<file path="src/rtl/uart_rx_marco.sv">
`default_nettype none
// ============================================================================
//  Module   : uart_rx_marco
//  Brief    : 8N1 UART receiver (oversampled) with a "MARCO" sequence matcher
//             that requests a "POLO\n" reply without ever dropping one while
//             the downstream transmitter is busy.
//  Revision : 1.0 - initial release
// ============================================================================
module uart_rx_marco #(
    parameter int OVERSAMPLE  = 16,
    parameter int SYNC_STAGES = 2
) (
    input  logic       clk,
    input  logic       rst,
    input  logic       os_tick,
    input  logic       rx,
    input  logic       tx_busy,
    output logic [7:0] rx_data,
    output logic       rx_valid,
    output logic       frame_err,
    output logic       send
);

    localparam int c_TICK_W = $clog2(OVERSAMPLE);
    localparam logic [c_TICK_W-1:0] c_HALF_M1 = c_TICK_W'(OVERSAMPLE / 2 - 1);
    localparam logic [c_TICK_W-1:0] c_FULL_M1 = c_TICK_W'(OVERSAMPLE - 1);

    localparam logic [1:0] c_IDLE  = 2'd0;
    localparam logic [1:0] c_START = 2'd1;
    localparam logic [1:0] c_DATA  = 2'd2;
    localparam logic [1:0] c_STOP  = 2'd3;

    logic [SYNC_STAGES-1:0] r_sync;
    logic                   w_rx_s;
    logic [1:0]             r_state;
    logic [c_TICK_W-1:0]    r_tick_cnt;
    logic [2:0]             r_bit_cnt;
    logic [7:0]             r_shreg;
    logic [7:0]             r_rx_data;
    logic                   r_rx_valid;
    logic                   r_frame_err;
    logic [2:0]             r_match_idx;
    logic [7:0]             w_exp_byte;
    logic                   w_byte_hit;
    logic                   w_match_done;
    logic                   r_pending;
    logic                   r_send;

    // Metastability synchronizer; resets to the idle-high line level
    always_ff @(posedge clk) begin
        if (rst) r_sync <= '1;
        else     r_sync <= {r_sync[SYNC_STAGES-2:0], rx};
    end

    assign w_rx_s = r_sync[SYNC_STAGES-1];

    // Receive FSM: start-bit qualification, mid-bit data sampling, stop check
    always_ff @(posedge clk) begin
        if (rst) begin
            r_state     <= c_IDLE;
            r_tick_cnt  <= '0;
            r_bit_cnt   <= '0;
            r_shreg     <= '0;
            r_rx_data   <= '0;
            r_rx_valid  <= 1'b0;
            r_frame_err <= 1'b0;
        end else begin
            r_rx_valid  <= 1'b0;
            r_frame_err <= 1'b0;
            case (r_state)
                c_IDLE: begin
                    if (!w_rx_s) begin
                        r_state    <= c_START;
                        r_tick_cnt <= '0;
                    end
                end
                c_START: begin
                    if (os_tick) begin
                        if (r_tick_cnt == c_HALF_M1) begin
                            // A line that is high again at mid start bit was a glitch
                            r_state    <= w_rx_s ? c_IDLE : c_DATA;
                            r_tick_cnt <= '0;
                            r_bit_cnt  <= '0;
                        end else begin
                            r_tick_cnt <= r_tick_cnt + 1'b1;
                        end
                    end
                end
                c_DATA: begin
                    if (os_tick) begin
                        if (r_tick_cnt == c_FULL_M1) begin
                            r_tick_cnt <= '0;
                            r_shreg    <= {w_rx_s, r_shreg[7:1]};
                            if (r_bit_cnt == 3'd7) r_state <= c_STOP;
                            else                   r_bit_cnt <= r_bit_cnt + 1'b1;
                        end else begin
                            r_tick_cnt <= r_tick_cnt + 1'b1;
                        end
                    end
                end
                default: begin // c_STOP
                    if (os_tick) begin
                        if (r_tick_cnt == c_FULL_M1) begin
                            r_tick_cnt <= '0;
                            // Leave at mid stop bit so a back-to-back start is caught
                            r_state    <= c_IDLE;
                            if (w_rx_s) begin
                                r_rx_data  <= r_shreg;
                                r_rx_valid <= 1'b1;
                            end else begin
                                r_frame_err <= 1'b1;
                            end
                        end else begin
                            r_tick_cnt <= r_tick_cnt + 1'b1;
                        end
                    end
                end
            endcase
        end
    end

    // Next byte expected in the "MARCO" sequence
    always_comb begin
        w_exp_byte = 8'h4D;
        case (r_match_idx)
            3'd0:    w_exp_byte = 8'h4D; // M
            3'd1:    w_exp_byte = 8'h41; // A
            3'd2:    w_exp_byte = 8'h52; // R
            3'd3:    w_exp_byte = 8'h43; // C
            3'd4:    w_exp_byte = 8'h4F; // O
            default: w_exp_byte = 8'h4D;
        endcase
    end

    assign w_byte_hit   = r_rx_valid && (r_rx_data == w_exp_byte);
    assign w_match_done = w_byte_hit && (r_match_idx == 3'd4);

    // Sequence tracker; a stray 'M' restarts the match at index 1
    always_ff @(posedge clk) begin
        if (rst) begin
            r_match_idx <= '0;
        end else if (r_frame_err) begin
            r_match_idx <= '0;
        end else if (r_rx_valid) begin
            if (w_byte_hit)                r_match_idx <= w_match_done ? 3'd0 : r_match_idx + 1'b1;
            else if (r_rx_data == 8'h4D)   r_match_idx <= 3'd1;
            else                           r_match_idx <= 3'd0;
        end
    end

    // Reply request: fire when the transmitter is free, else hold one pending
    always_ff @(posedge clk) begin
        if (rst) begin
            r_send    <= 1'b0;
            r_pending <= 1'b0;
        end else begin
            r_send <= 1'b0;
            if (w_match_done || r_pending) begin
                if (!tx_busy && !r_send) begin
                    r_send    <= 1'b1;
                    r_pending <= 1'b0;
                end else begin
                    r_pending <= 1'b1;
                end
            end
        end
    end

    assign rx_data   = r_rx_data;
    assign rx_valid  = r_rx_valid;
    assign frame_err = r_frame_err;
    assign send      = r_send;

endmodule
`default_nettype wire

</file>
<file path="config.mk">
export PLATFORM = sky130hd
export DESIGN_NAME = uart_rx_marco
export DESIGN_NICKNAME = d
export VERILOG_FILES = /design/src/rtl/uart_rx_marco.sv
export SDC_FILE = /design/constraint.sdc
export NUM_CORES = 1
export LEC_CHECK = 0
export CAP_MARGIN = 20
export CORE_MARGIN = 2
export CORE_UTILIZATION = 45
export DETAILED_ROUTE_END_ITERATION = 6
export DONT_BUFFER_PORTS = 1
export PLACE_DENSITY = 0.66
export SYNTH_ARGS = -nofsm -noshare
export SYNTH_HDL_FRONTEND = slang
export SYNTH_SLANG_ARGS = --single-unit
</file>
<file path="constraint.sdc">
create_clock -name clk -period 2.6 [get_ports clk]
set_clock_uncertainty 0.2 [all_clocks]
set_input_delay 0.26 -clock clk [delete_from_list [all_inputs] [get_ports clk]]
set_output_delay 0.26 -clock clk [all_outputs]
set_load 0.01 [all_outputs]
</file>
==> flow_summary.json <==
{
  "timing.rr.end": "r_pending$_SDFFE_PP0P_",
  "final_util_pct": 53.0,
  "worstSetupPathType": "reg -> reg",
  "cts_buffer_depth": 2,
  "grt_usage_pct": 16.5,
  "seq_area_frac_synth_pct": 41.3,
  "fmaxAchievable_ghz": 0.449,
  "drc": 0,
  "power_density_nw_per_um2": 531,
  "top_layer_used": "met4",
  "synth_common_cells": "dfxtp_1 (34), nor2_1 (25), mux2i_1 (19), nor3_1 (11), inv_1 (9)",
  "status": "finished, final reports clean",
  "syn-num-nets": 185,
  "clk_pin_slew_worst_paths_ps": 110,
  "min_period_ps": 2230,
  "startpoint_type": "flip-flop",
  "clockRootBuffer": "clkbuf_4",
  "fin_crit_sh_pct": 85.6,
  "core-area_um2": 3420,
  "slew_headroom_pct": 50.4,
  "n_antenna_cell": 0,
  "p_sw_uw": 214,
  "ys_types": 44,
  "drive_gt1_share_pct": 12.8,
  "synth_edf_count": 0,
  "met3_length_um": 96,
  "endpoint": "r_pending$_SDFFE_PP0P_",
  "p_comb_share_pct": 4.6,
  "antenna_found_initial": 0,
  "synth_top_area_share_pct": 41.3,
  "seqPwrFrac_pct": 55.5,
  "grt_pass1_vias": 1221,
  "final_antenna_net_count": 0,
  "gp_congestion": 0.763,
  "row_count": 21,
  "p_int_uw": 747,
  "dpl.hpwl_mm": 2.20,
  "place_ws_ps": 418,
  "rsz0062_at_grt": "no",
  "worstSetupStartpoint": "r_match_idx[0]$_SDFFE_PP0P_",
  "hold_viol": 0,
  "cap_violations": 0,
  "hold_path_class": "in -> reg",
  "grt_pass1_wl_mm": 5.33,
  "wl_met2_mm": 1.58,
  "clkLatencyLatePin_ps": 340,
  "vias": 1217,
  "initial_core_util_pct": 48.3,
  "design.portCount": 16,
  "wl_met1_mm": 1.35,
  "yosysMostFrequentCell": "dfxtp_1",
  "critPathArrivalTime_ps": 2240,
  "die_area_um2": 4160,
  "setup_violations": 0,
  "r2r_cells": 7,
  "ys_top_cells_by_area": "dfxtp_1 (41%), mux2i_1 (12%), nor2_1 (5.7%), ha_1 (5.3%), nor3_1 (3.3%)",
  "async_reset_ff_share_pct": 0,
  "reg2reg_from": "r_match_idx[0]$_SDFFE_PP0P_",
  "setup_ws_ps": 373,
  "crit_chain": "inv_1 > ha_1 > and2_1 > a2111oi_2 > a2111oi_4 > a31oi_1 > nor3_1",
  "tns_ps": 0,
  "nFillCells": 317,
  "syn_to_final_growth_pct": 9.71,
  "drv_slew": 0,
  "cts_inserted_buffers": 5,
  "crit_required_ps": 2610,
  "cp_max_fo": 4,
  "final_nets": 191,
  "endpoint_kind": "flip-flop",
  "die_w_um": 64.5,
  "irDropWorstVdd_v": 0.000298,
  "yosysWarnings": 0,
  "firstDrtPassIters": 4,
  "drt_iter0_drc": 42,
  "h-tree-depth": 2,
  "reg2reg_slack_ps": 370,
  "cts_tree": "done",
  "portBuffers": 0,
  "wire_per_inst_um": 13.5,
  "synth_top_cell_by_area": "dfxtp_1",
  "post_cts_buffers": 0,
  "tightest_slew_ps": 735,
  "pwr-share-clk_pct": 39.9,
  "p_sw_share_pct": 22.3,
  "clock_sinks": 34,
  "dp_cells": 214,
  "via_per_inst": 5.38,
  "p_leak_uw": 0.000630,
  "syn_inst": 173,
  "die_h_um": 64.5,
  "power_uw": 961,
  "critPathMaxStageDelay_ps": 480,
  "stdcell_count": 226,
  "grt_max_degree": 34,
  "syn-cell-area_um2": 1650,
  "yosys_register_bits": 34,
  "overflow": 0,
  "synth.avg_cell_area_um2": 9.53,
  "drt_wl_total_mm": 3.05,
  "crit_slowest_cell": "a2111oi_2",
  "ys.flop_type": "dfxtp_1"
}
[metrics by stage]
stage	cell area, um^2	hold slack (ps)
2_1_floorplan	1650	133
3_3_place_gp	1680	133
3_5_place_dp	1680	135
4_1_cts	1790	38.0
5_1_grt	1810	63.1
6_report	1810	45.2
[critical path, delay by kind of cell, from the launching register on]
family | cells | cell delay (ps)
AOI/OAI and AO/OA | 3 | 910
and+or+nand+nor | 2 | 260
buffers and inverters | 1 | 100
adders and majority gates | 1 | 230
DFF | 1 | 410
[repair_timing]
| action | 4_1_cts | 5_1_grt |
|---|---|---|
| setup endpoints to repair | 0 | 0 |
| gates resized for setup | 0 | 0 |
| hold buffers | 3 | 0 |
| endpoints found under the hold margin | 34 | 0 |
[logic make-up after synthesis]
group / synth area share (%)
multiplexers: 12.2
buffers and inverters: 4.02
XOR/XNOR: 1.06
flip-flops: 41.3
adder cells (fa/ha/maj): 5.31
AND/OR/NAND/NOR: 25.2
AO/OA/AOI/OAI: 10.9
[worst min-delay path by stage]
stage | start | endpoint | depth (start not counted)
floorplan | tx_busy | send$_SDFF_PP0_ | 1
finish | os_tick | r_bit_cnt[2]$_SDFFE_PP0P_ | 3
CTS | os_tick | r_tick_cnt[1]$_SDFFE_PP0P_ | 3
global route | os_tick | r_tick_cnt[1]$_SDFFE_PP0P_ | 3
detailed placement | rst | send$_SDFF_PP0_ | 1
global placement | rst | r_state[1]$_SDFFE_PP0P_ | 1
[area by class of cell]
class	instances	area, um^2	area share (%)
Clock buffer	5	37.5	2.07
Timing Repair Buffer	5	52.6	2.90
Multi-Input combinational cell	124	902	49.9
Clock inverter	3	45.0	2.49
Tap cell	46	57.6	3.18
Sequential cell	34	681	37.6
Inverter	9	33.8	1.87
[registers in the layout, summed over array words and instances (netlist names)]
signal,count
frame_err,1
r_bit_cnt,3
r_match_idx,3
r_pending,1
r_shreg,8
r_state,2
r_sync,2
r_tick_cnt,4
rx_data,8
rx_valid,1
send,1
[metal layers]
metal  vias up  track usage, %
met1       580            17.0
met4         0            6.38
met5         -               0
li1        622               -
met3         4            5.38
met2        11            30.7
[layout by cell type, fill, tap and decap left out, types with 2 or more instances in the layout]
cell and count:
nand4_1 3, nand2_1 6, nand2b_1 2, dlygate4sd3_1 3
a31oi_1 3, and2_1 2, a21oi_1 5, and3_1 3
nand3b_1 2, dfxtp_1 34, nor2_1 25, mux2i_1 19
o21a_1 2, or2_2 3, ha_1 7, clkbuf_4 5
o21ai_1 3, clkinvlp_4 2, inv_1 9, o21ai_0 3
nor3b_1 2, nand3_1 2, nor3_1 11
[power groups by stage]
stage / clock, uW / combinational, uW / sequential, uW
after floorplan: 0 / 38.6 / 541
after global placement: 0 / 30.0 / 545
after global routing: 422 / 50.8 / 535
after CTS: 397 / 42.3 / 534
after detailed placement: 0 / 31.0 / 545
final: 383 / 44.5 / 533
No activity file was read; power rests on OpenSTA's default activity.
